`src/rtl/warmboot_pkg.sv`:
```
// rtl/warmboot_pkg.sv - shared types, image codes and counter sizing for the warm-boot sequencer
package warmboot_pkg;

    typedef enum logic [2:0] {
        IDLE,
        DRAIN,
        DETACH,
        SETUP,
        FIRE
    } state_t;

    localparam logic [1:0] IMG_BOOTLOADER = 2'b00;
    localparam logic [1:0] IMG_USER       = 2'b01;

    // Width must hold (largest cycle count - 1); never narrower than one bit.
    function automatic int counter_width(input int detach_cycles, input int setup_cycles,
                                         input int timeout_cycles, input bit timeout_en);
        int largest;
        int width;
        largest = (detach_cycles > setup_cycles) ? detach_cycles : setup_cycles;
        if (timeout_en && (timeout_cycles > largest)) begin
            largest = timeout_cycles;
        end
        width = $clog2(largest);
        return (width < 1) ? 1 : width;
    endfunction

endpackage

```
`src/rtl/warmboot_down_counter.sv`:
```
// rtl/warmboot_down_counter.sv - loadable saturating down-counter with a zero flag
module warmboot_down_counter #(
    parameter int               WIDTH   = 8,
    parameter logic [WIDTH-1:0] RST_VAL = '0
) (
    input  logic             clk,
    input  logic             rst,
    input  logic             load,
    input  logic [WIDTH-1:0] load_value,
    input  logic             en,
    output logic             zero
);

    logic [WIDTH-1:0] count;

    always_ff @(posedge clk or posedge rst) begin
        if (rst) begin
            count <= RST_VAL;
        end else if (load) begin
            count <= load_value;
        end else if (en && (count != '0)) begin
            count <= count - WIDTH'(1);
        end
    end

    assign zero = (count == '0);

endmodule

```
`src/rtl/warmboot_sequencer.sv`:
```
// rtl/warmboot_sequencer.sv - USB detach then SB_WARMBOOT image select/fire; optional auto user boot under WARMBOOT_TIMEOUT_EN
module warmboot_sequencer
    import warmboot_pkg::*;
#(
    parameter int         DETACH_CYCLES  = 480000,
    parameter int         SETUP_CYCLES   = 16,
    parameter int         TIMEOUT_CYCLES = 240000000,
    parameter logic [1:0] USER_IMAGE     = IMG_USER
) (
    input  logic       clk_48mhz,
    input  logic       reset,
    input  logic       boot_req,
    input  logic [1:0] boot_image,
    input  logic       spi_busy,
    input  logic       usb_activity,
    output logic       usb_detach,
    output logic [1:0] wb_s,
    output logic       wb_boot,
    output logic       busy
);

`ifdef WARMBOOT_TIMEOUT_EN
    localparam bit TIMEOUT_EN = 1'b1;
`else
    localparam bit TIMEOUT_EN = 1'b0;
`endif

    localparam int CW = counter_width(DETACH_CYCLES, SETUP_CYCLES, TIMEOUT_CYCLES, TIMEOUT_EN);

    if ((DETACH_CYCLES < 1) || (SETUP_CYCLES < 1) || (TIMEOUT_EN && (TIMEOUT_CYCLES < 1))) begin : g_param_check
        $error("warmboot_sequencer: cycle parameters must be nonzero");
    end

    state_t          state;
    state_t          next_state;
    logic [1:0]      img_q;
    logic            img_load;
    logic            ctr_load;
    logic [CW-1:0]   ctr_value;
    logic            ctr_en;
    logic            ctr_zero;
    logic            auto_req;
    logic            start;
    logic [1:0]      start_image;

`ifdef WARMBOOT_TIMEOUT_EN
    logic armed;
    logic to_zero;

    warmboot_down_counter #(
        .WIDTH   (CW),
        .RST_VAL (CW'(TIMEOUT_CYCLES - 1))
    ) u_timeout (
        .clk        (clk_48mhz),
        .rst        (reset),
        .load       (1'b0),
        .load_value ('0),
        .en         ((state == IDLE) && armed && !to_zero),
        .zero       (to_zero)
    );

    // Any host traffic means a bootloader session is live; never auto-boot after that.
    always_ff @(posedge clk_48mhz or posedge reset) begin
        if (reset) begin
            armed <= 1'b1;
        end else if (usb_activity) begin
            armed <= 1'b0;
        end
    end

    assign auto_req = armed && to_zero && !usb_activity;
`else
    logic unused_activity;
    assign unused_activity = usb_activity;
    assign auto_req        = 1'b0;
`endif

    assign start       = boot_req || auto_req;
    assign start_image = boot_req ? boot_image : USER_IMAGE;

    warmboot_down_counter #(
        .WIDTH   (CW),
        .RST_VAL ('0)
    ) u_phase (
        .clk        (clk_48mhz),
        .rst        (reset),
        .load       (ctr_load),
        .load_value (ctr_value),
        .en         (ctr_en),
        .zero       (ctr_zero)
    );

    always_comb begin
        next_state = state;
        img_load   = 1'b0;
        ctr_load   = 1'b0;
        ctr_value  = '0;
        ctr_en     = 1'b0;
        case (state)
            IDLE: begin
                if (start) begin
                    img_load = 1'b1;
                    if (!spi_busy) begin
                        next_state = DETACH;
                        ctr_load   = 1'b1;
                        ctr_value  = CW'(DETACH_CYCLES - 1);
                    end else begin
                        next_state = DRAIN;
                    end
                end
            end
            DRAIN: begin
                if (!spi_busy) begin
                    next_state = DETACH;
                    ctr_load   = 1'b1;
                    ctr_value  = CW'(DETACH_CYCLES - 1);
                end
            end
            DETACH: begin
                if (ctr_zero) begin
                    next_state = SETUP;
                    ctr_load   = 1'b1;
                    ctr_value  = CW'(SETUP_CYCLES - 1);
                end else begin
                    ctr_en = 1'b1;
                end
            end
            SETUP: begin
                if (ctr_zero) begin
                    next_state = FIRE;
                end else begin
                    ctr_en = 1'b1;
                end
            end
            FIRE: begin
                next_state = FIRE;
            end
            default: begin
                next_state = IDLE;
            end
        endcase
    end

    // Outputs are registered from next_state so the pads see no decode glitches.
    always_ff @(posedge clk_48mhz or posedge reset) begin
        if (reset) begin
            state      <= IDLE;
            img_q      <= IMG_BOOTLOADER;
            usb_detach <= 1'b0;
            wb_s       <= IMG_BOOTLOADER;
            wb_boot    <= 1'b0;
            busy       <= 1'b0;
        end else begin
            state <= next_state;
            if (img_load) begin
                img_q <= start_image;
            end
            usb_detach <= (next_state == DETACH) || (next_state == SETUP) || (next_state == FIRE);
            wb_s       <= ((next_state == SETUP) || (next_state == FIRE)) ? img_q : IMG_BOOTLOADER;
            wb_boot    <= (next_state == FIRE);
            busy       <= (next_state != IDLE);
        end
    end

endmodule
```
`config.mk`:
```
export PLATFORM = sky130hd
export DESIGN_NAME = warmboot_sequencer
export DESIGN_NICKNAME = d
export VERILOG_FILES = /design/src/rtl/warmboot_pkg.sv /design/src/rtl/warmboot_down_counter.sv /design/src/rtl/warmboot_sequencer.sv
export SDC_FILE = /design/constraint.sdc
export NUM_CORES = 1
export LEC_CHECK = 0
export CAP_MARGIN = 40
export CORE_MARGIN = 2
export CORE_UTILIZATION = 40
export CTS_BUF_LIST = sky130_fd_sc_hd__clkbuf_2
export DETAILED_ROUTE_END_ITERATION = 8
export GPL_ROUTABILITY_DRIVEN = 0
export GPL_TIMING_DRIVEN = 0
export PLACE_DENSITY = 0.68
export RECOVER_POWER = 100
export SYNTH_ARGS = -nofsm -noshare
export SYNTH_HDL_FRONTEND = slang
export SYNTH_SLANG_ARGS = --single-unit
```
`constraint.sdc`:
```
create_clock -name clk_48mhz -period 4.25 [get_ports clk_48mhz]
set_input_delay 1.275 -clock clk_48mhz [delete_from_list [all_inputs] [get_ports clk_48mhz]]
set_output_delay 1.275 -clock clk_48mhz [all_outputs]
set_load 0.01 [all_outputs]
```
Word level (Yosys, flattened, before mapping) --
Index checks and enable logic that the tools add are counted.
Operators by class: add/subtract/negate cells 1, eq/ne operators 7, muxes and demuxes 22, reductions and logical operators 10
Operators with widths (count):
- $mux W19 | 4
- $pmux W19 S3 | 1
- $logic_not A19 Y1 | 1
- $reduce_bool A19 Y1 | 1
- $sub A19 B1 Y19 const B | 1
- $pmux W3 S5 | 1
- $eq A3 B2 Y1 const B | 4
- $mux W3 | 4
- $mux W1 | 7
- $eq A3 B3 Y1 const B | 2
- $mux W2 | 3
- $mux W4 | 1
- $eq A3 B1 Y1 const B | 1
- $logic_not A3 Y1 | 1
- $logic_or A1 B1 Y1 | 3
- $pmux W1 S3 | 1
- $reduce_bool A3 Y1 | 1
- $reduce_bool A2 Y1 | 1
- $reduce_or A2 Y1 | 1
- $logic_and A1 B1 Y1 | 1
Storage, ports and cells: bits in registers 29, input port bits 7, output and inout port bits 5, logic and storage cells 47

Depth between registers and ports, before layout --
depth in word-level cells 6, depth in mapped cells 10

By module --
Synthesis repeated with hierarchy kept, for this count alone.
Second synthesis, totals: cells, all modules 173, area total of the unflattened synthesis 1689.1 um^2
Modules (own cells, without submodules):
- warmboot_down_counter | instances 1, cells an instance 131, area an instance 1206.2 um^2, seq. area each 475.5 um^2
- warmboot_sequencer | instances 1, cells an instance 42, area an instance 483.0 um^2, seq. area each 250.2 um^2

Least setup slack after synthesis --
No wires, ideal clock.
path type register to register, start point register u_phase.count[0], end point register u_phase.count[4], setup time 0.137 ns, arrival 2.296 ns, path slack 1.817 ns, stages on the path, launching flop included 11, path buffers 3, period minus slack after synthesis 2.433 ns, cell sequence dfrtp_1 inv_1 ha_1 or3b_2 clkbuf_1 or4_4 buf_6 o21bai_4 buf_2 o21bai_1 a21oi_1
Between the ends: word-level cells in the longest chain between the ends 5, elaborated cells between the ends (all ways) 11, those cells by class add/sub (1); mux (6); reduce/logical (4)
Ends and longest elaborated chain:
- start, declared | line warmboot_down_counter.sv:14 | logic [WIDTH-1:0] count;
- start signal, assigned | line warmboot_down_counter.sv:20 | count <= load_value;
- start signal, assigned | line warmboot_down_counter.sv:22 | count <= count - WIDTH'(1);
- branches (longest 5 deep; another with $sub A19 B1 Y19)
Parallel ways; which one is timed is not known. The select of a mux whose other input is x is not followed. A chain may end at the register's enable or synchronous reset.

Final worst setup path --
Ends and elaborated chain as after synthesis.

==> results.md <==
- FMAX: 308 MHz
- Synth top area cells: dfrtp_1 45%, nor2_1 3.5%, a21oi_1 3.4%, nor4_4 2.6%, o21ai_0 2.5%
- Critical path endpoint category: flip-flop
- Final TNS setup: 0 ns
- Yosys cell types: 46
- Total gr overflow: 0
- Syn Area/Cell: 9.74 um2
- Dpl ws: 1.08 ns
- Cts bufs inserted: 5
- Vias in the first global route: 1389
- Max-cap violations: 0
- LEAKAGE: 0.782 nW
- Top_reg_cell synth: dfrtp_1
- Starting Density: 41.0%
- Post-Syn Area: 0.00162 mm2
- Count leader, synth: dfrtp_1
- Synth async-reset ratio: 100%
- CP Class: reg2reg
- Hpwl dp: 2630 um
- Gate power share: 4.1%
- First-pass GRT wire length: 6180 um
- Hold-fix buffers, CTS: 0
- Clock skew: 0.0295 ns
- RSZ-0062 raised after global routing: no
- CP startpoint kind: flip-flop
- Time the final worst path needs with I/O delays and setup: 3.25 ns
- Outcome: completed
- ANT cells: 0
- Post-synth top area cell: dfrtp_1
- DRT antenna net count: 0
- Depth of the most critical reg-to-reg path: 10
- Max transition margin: 37.6%
- Post-Syn Nets: 174
- Die Wd: 67.6 um
- Final net count: 193
- Max Root-Sink Buffers: 2
- Seq/Total Area, Yosys: 44.9%
- Final setup viols: 0
- Yosys top cell area share: 44.9%
- CTS root buf: clkbuf_2
- Most common library cells after synthesis: 29 x dfrtp_1, 15 x nor2_1, 11 x a21oi_1
- Share of layout cells above drive strength 1: 8.11%
- Initial antenna violation count: 0
- Met2 Track Usage GR: 31.5%
- Final period utilization: 76.4%
- Routed WL: 3590 um
- PortBufs: 10
- Postcts setup bufs: 0
- Fin. Hold Viols: 0
- Via Count: 1340
- Drt wl/cell: 15.3 um
- Drc violations: 0
- Arrival @ worst endpoint: 3.46 ns
- EDFF count, synth: 0
- Sw Ratio: 24.0%
- Post-CTS resize count: 0
- FF-to-FF setup slack: 1.00 ns
- Fin util: 45.4%
- R2R Path Start: u_phase.count[0]$_DFFE_PP0P_
- Clock latency on the worst-skew pair: 0.38 ns
- Maximum number of pins on one net before global-route repair: 18
- Sink Count: 29
- Worst slew pin tran: 0.936 ns
- Sequential power share: 65.5%
- Yosys Warn Count: 0
- Power Density: 239 mW/mm2
- Ports: 12
- Clock Pin Slew Worst Setup and Hold Paths: 0.15 ns
- M3 GR Usage: 4.33%
- Cell Rows: 23
- Post-Syn Instances: 166
- Die area: 0.00457 mm2
- Met1 Use GR: 20.7%
- GR peak layer: met2
- Initial DRC Count: 90
- Chip Height: 67.6 um
- Worst Setup Slack, final: 1.00 ns
- Sw power: 102 uW
- H-tree depth: 2
- Layout area overhead: 10.6%
- Peak supply drop: 0.119 mV
- Placeable core region: 0.00394 mm2
- Power Internal: 324 uW
- Global-route usage over all layers: 18.3%
- Number of vias per cell: 5.70
- Max-slew violations: 0
- Critical Path RT: 4.47 ns
- Hold EP: wb_s[0]$_DFF_PP0_
- Worst min path class: reg2reg
- Worst Path Max Fanout: 10
- Hold_sp: img_q[0]$_DFFE_PP0P_
- R2r endpoint: u_phase.count[4]$_DFFE_PP0P_
- Pre-antenna DRT Iters: 4
- Register bit count reported by yosys: 29
- Clock Power Share: 30.4%
- Hold Crit Depth: 1
- TritonCTS clock tree: yes
## stage by stage
| step | power, mW | hold WS [ns] | instance area [um2] | std cells |
|---|---|---|---|---|
| 2_1_floorplan | 0.294 | 0.452 | 1620 | 166 |
| 3_3_place_gp | 0.303 | 0.467 | 1780 | 226 |
| 3_5_place_dp | 0.307 | 0.484 | 1820 | 228 |
| 4_1_cts | 0.435 | 0.500 | 1850 | 235 |
| 5_1_grt | 0.447 | 0.547 | 1790 | 235 |
| 6_report | 0.427 | 0.482 | 1790 | 235 |
## cells by family after synthesis
group	synth area share (%)
multiplexers	3.25
flip-flops	44.9
AND/OR/NAND/NOR	23.4
AO/OA/AOI/OAI	20.9
adder cells (fa/ha/maj)	0.774
XOR/XNOR	2.71
buffers and inverters	4.10
## routing by layer
layer | share of wire (%) | wire [um]
met1 | 43 | 1550
met2 | 50 | 1800
met3 | 4.9 | 177
met4 | 1.5 | 55
met5 | 0 | 0
## cells in the final DEF (no fill, tap or decap), drive strengths merged, types with 4 or more instances in the layout
| cell | n |
|---|---|
| nor2 | 15 |
| a21oi | 11 |
| dlygate4sd3 | 7 |
| inv | 8 |
| clkbuf | 13 |
| nand2b | 4 |
| o21ai | 11 |
| nand3 | 4 |
| or4 | 7 |
| dfrtp | 29 |
| or3 | 4 |
| a21boi | 5 |
| nor3 | 6 |
| o21bai | 4 |
| nand2 | 9 |
## registers in the layout, summed over array words and instances, names as in the netlist
| register | flops |
|---|---|
| wb_s | 2 |
| state | 3 |
| wb_boot | 1 |
| usb_detach | 1 |
| busy | 1 |
| img_q | 2 |
| u_phase.count | 19 |
## worst max path at each step
stage                                 start                       endpoint  depth (start not counted)
2_1_floorplan  u_phase.count[0]$_DFFE_PP0P_   u_phase.count[4]$_DFFE_PP0P_                         10
3_5_place_dp                       boot_req  u_phase.count[17]$_DFFE_PP0P_                          6
6_report       u_phase.count[0]$_DFFE_PP0P_   u_phase.count[4]$_DFFE_PP0P_                         10
3_3_place_gp                       boot_req  u_phase.count[17]$_DFFE_PP0P_                          6
5_1_grt        u_phase.count[0]$_DFFE_PP0P_   u_phase.count[4]$_DFFE_PP0P_                         10
4_1_cts        u_phase.count[0]$_DFFE_PP0P_   u_phase.count[4]$_DFFE_PP0P_                         10
## power by group through the flow
stage                     registers (mW)  logic (mW)  clock network (mW)
after floorplan                    0.285     0.00889                   0
after global placement             0.285      0.0182                   0
after detailed placement           0.285      0.0219                   0
after CTS                          0.279      0.0221               0.133
after global routing               0.280      0.0200               0.147
final                              0.279      0.0176               0.130
## layout make-up
cell class / instances / area [um2]
fill: 377 / 2150
multi-input combinational: 122 / 795
sequential: 29 / 726
timing repair buffer: 12 / 114
tap: 50 / 62.6
clock buffer: 6 / 30.0
inverter: 8 / 30.0
buffer: 7 / 27.5
clock inverter: 1 / 3.75
## critical path, cell delays in order (launching register included)
cell and delay [ns]:
dfrtp_1 0.41, inv_1 0.10, ha_1 0.18, or3b_2 0.45, clkbuf_1 0.21, or4_1 0.44
clkbuf_1 0.22, o21bai_1 0.42, clkbuf_1 0.41, o21bai_1 0.18, a21oi_1 0.09
Note: power is estimated with default switching activity, not from simulation.
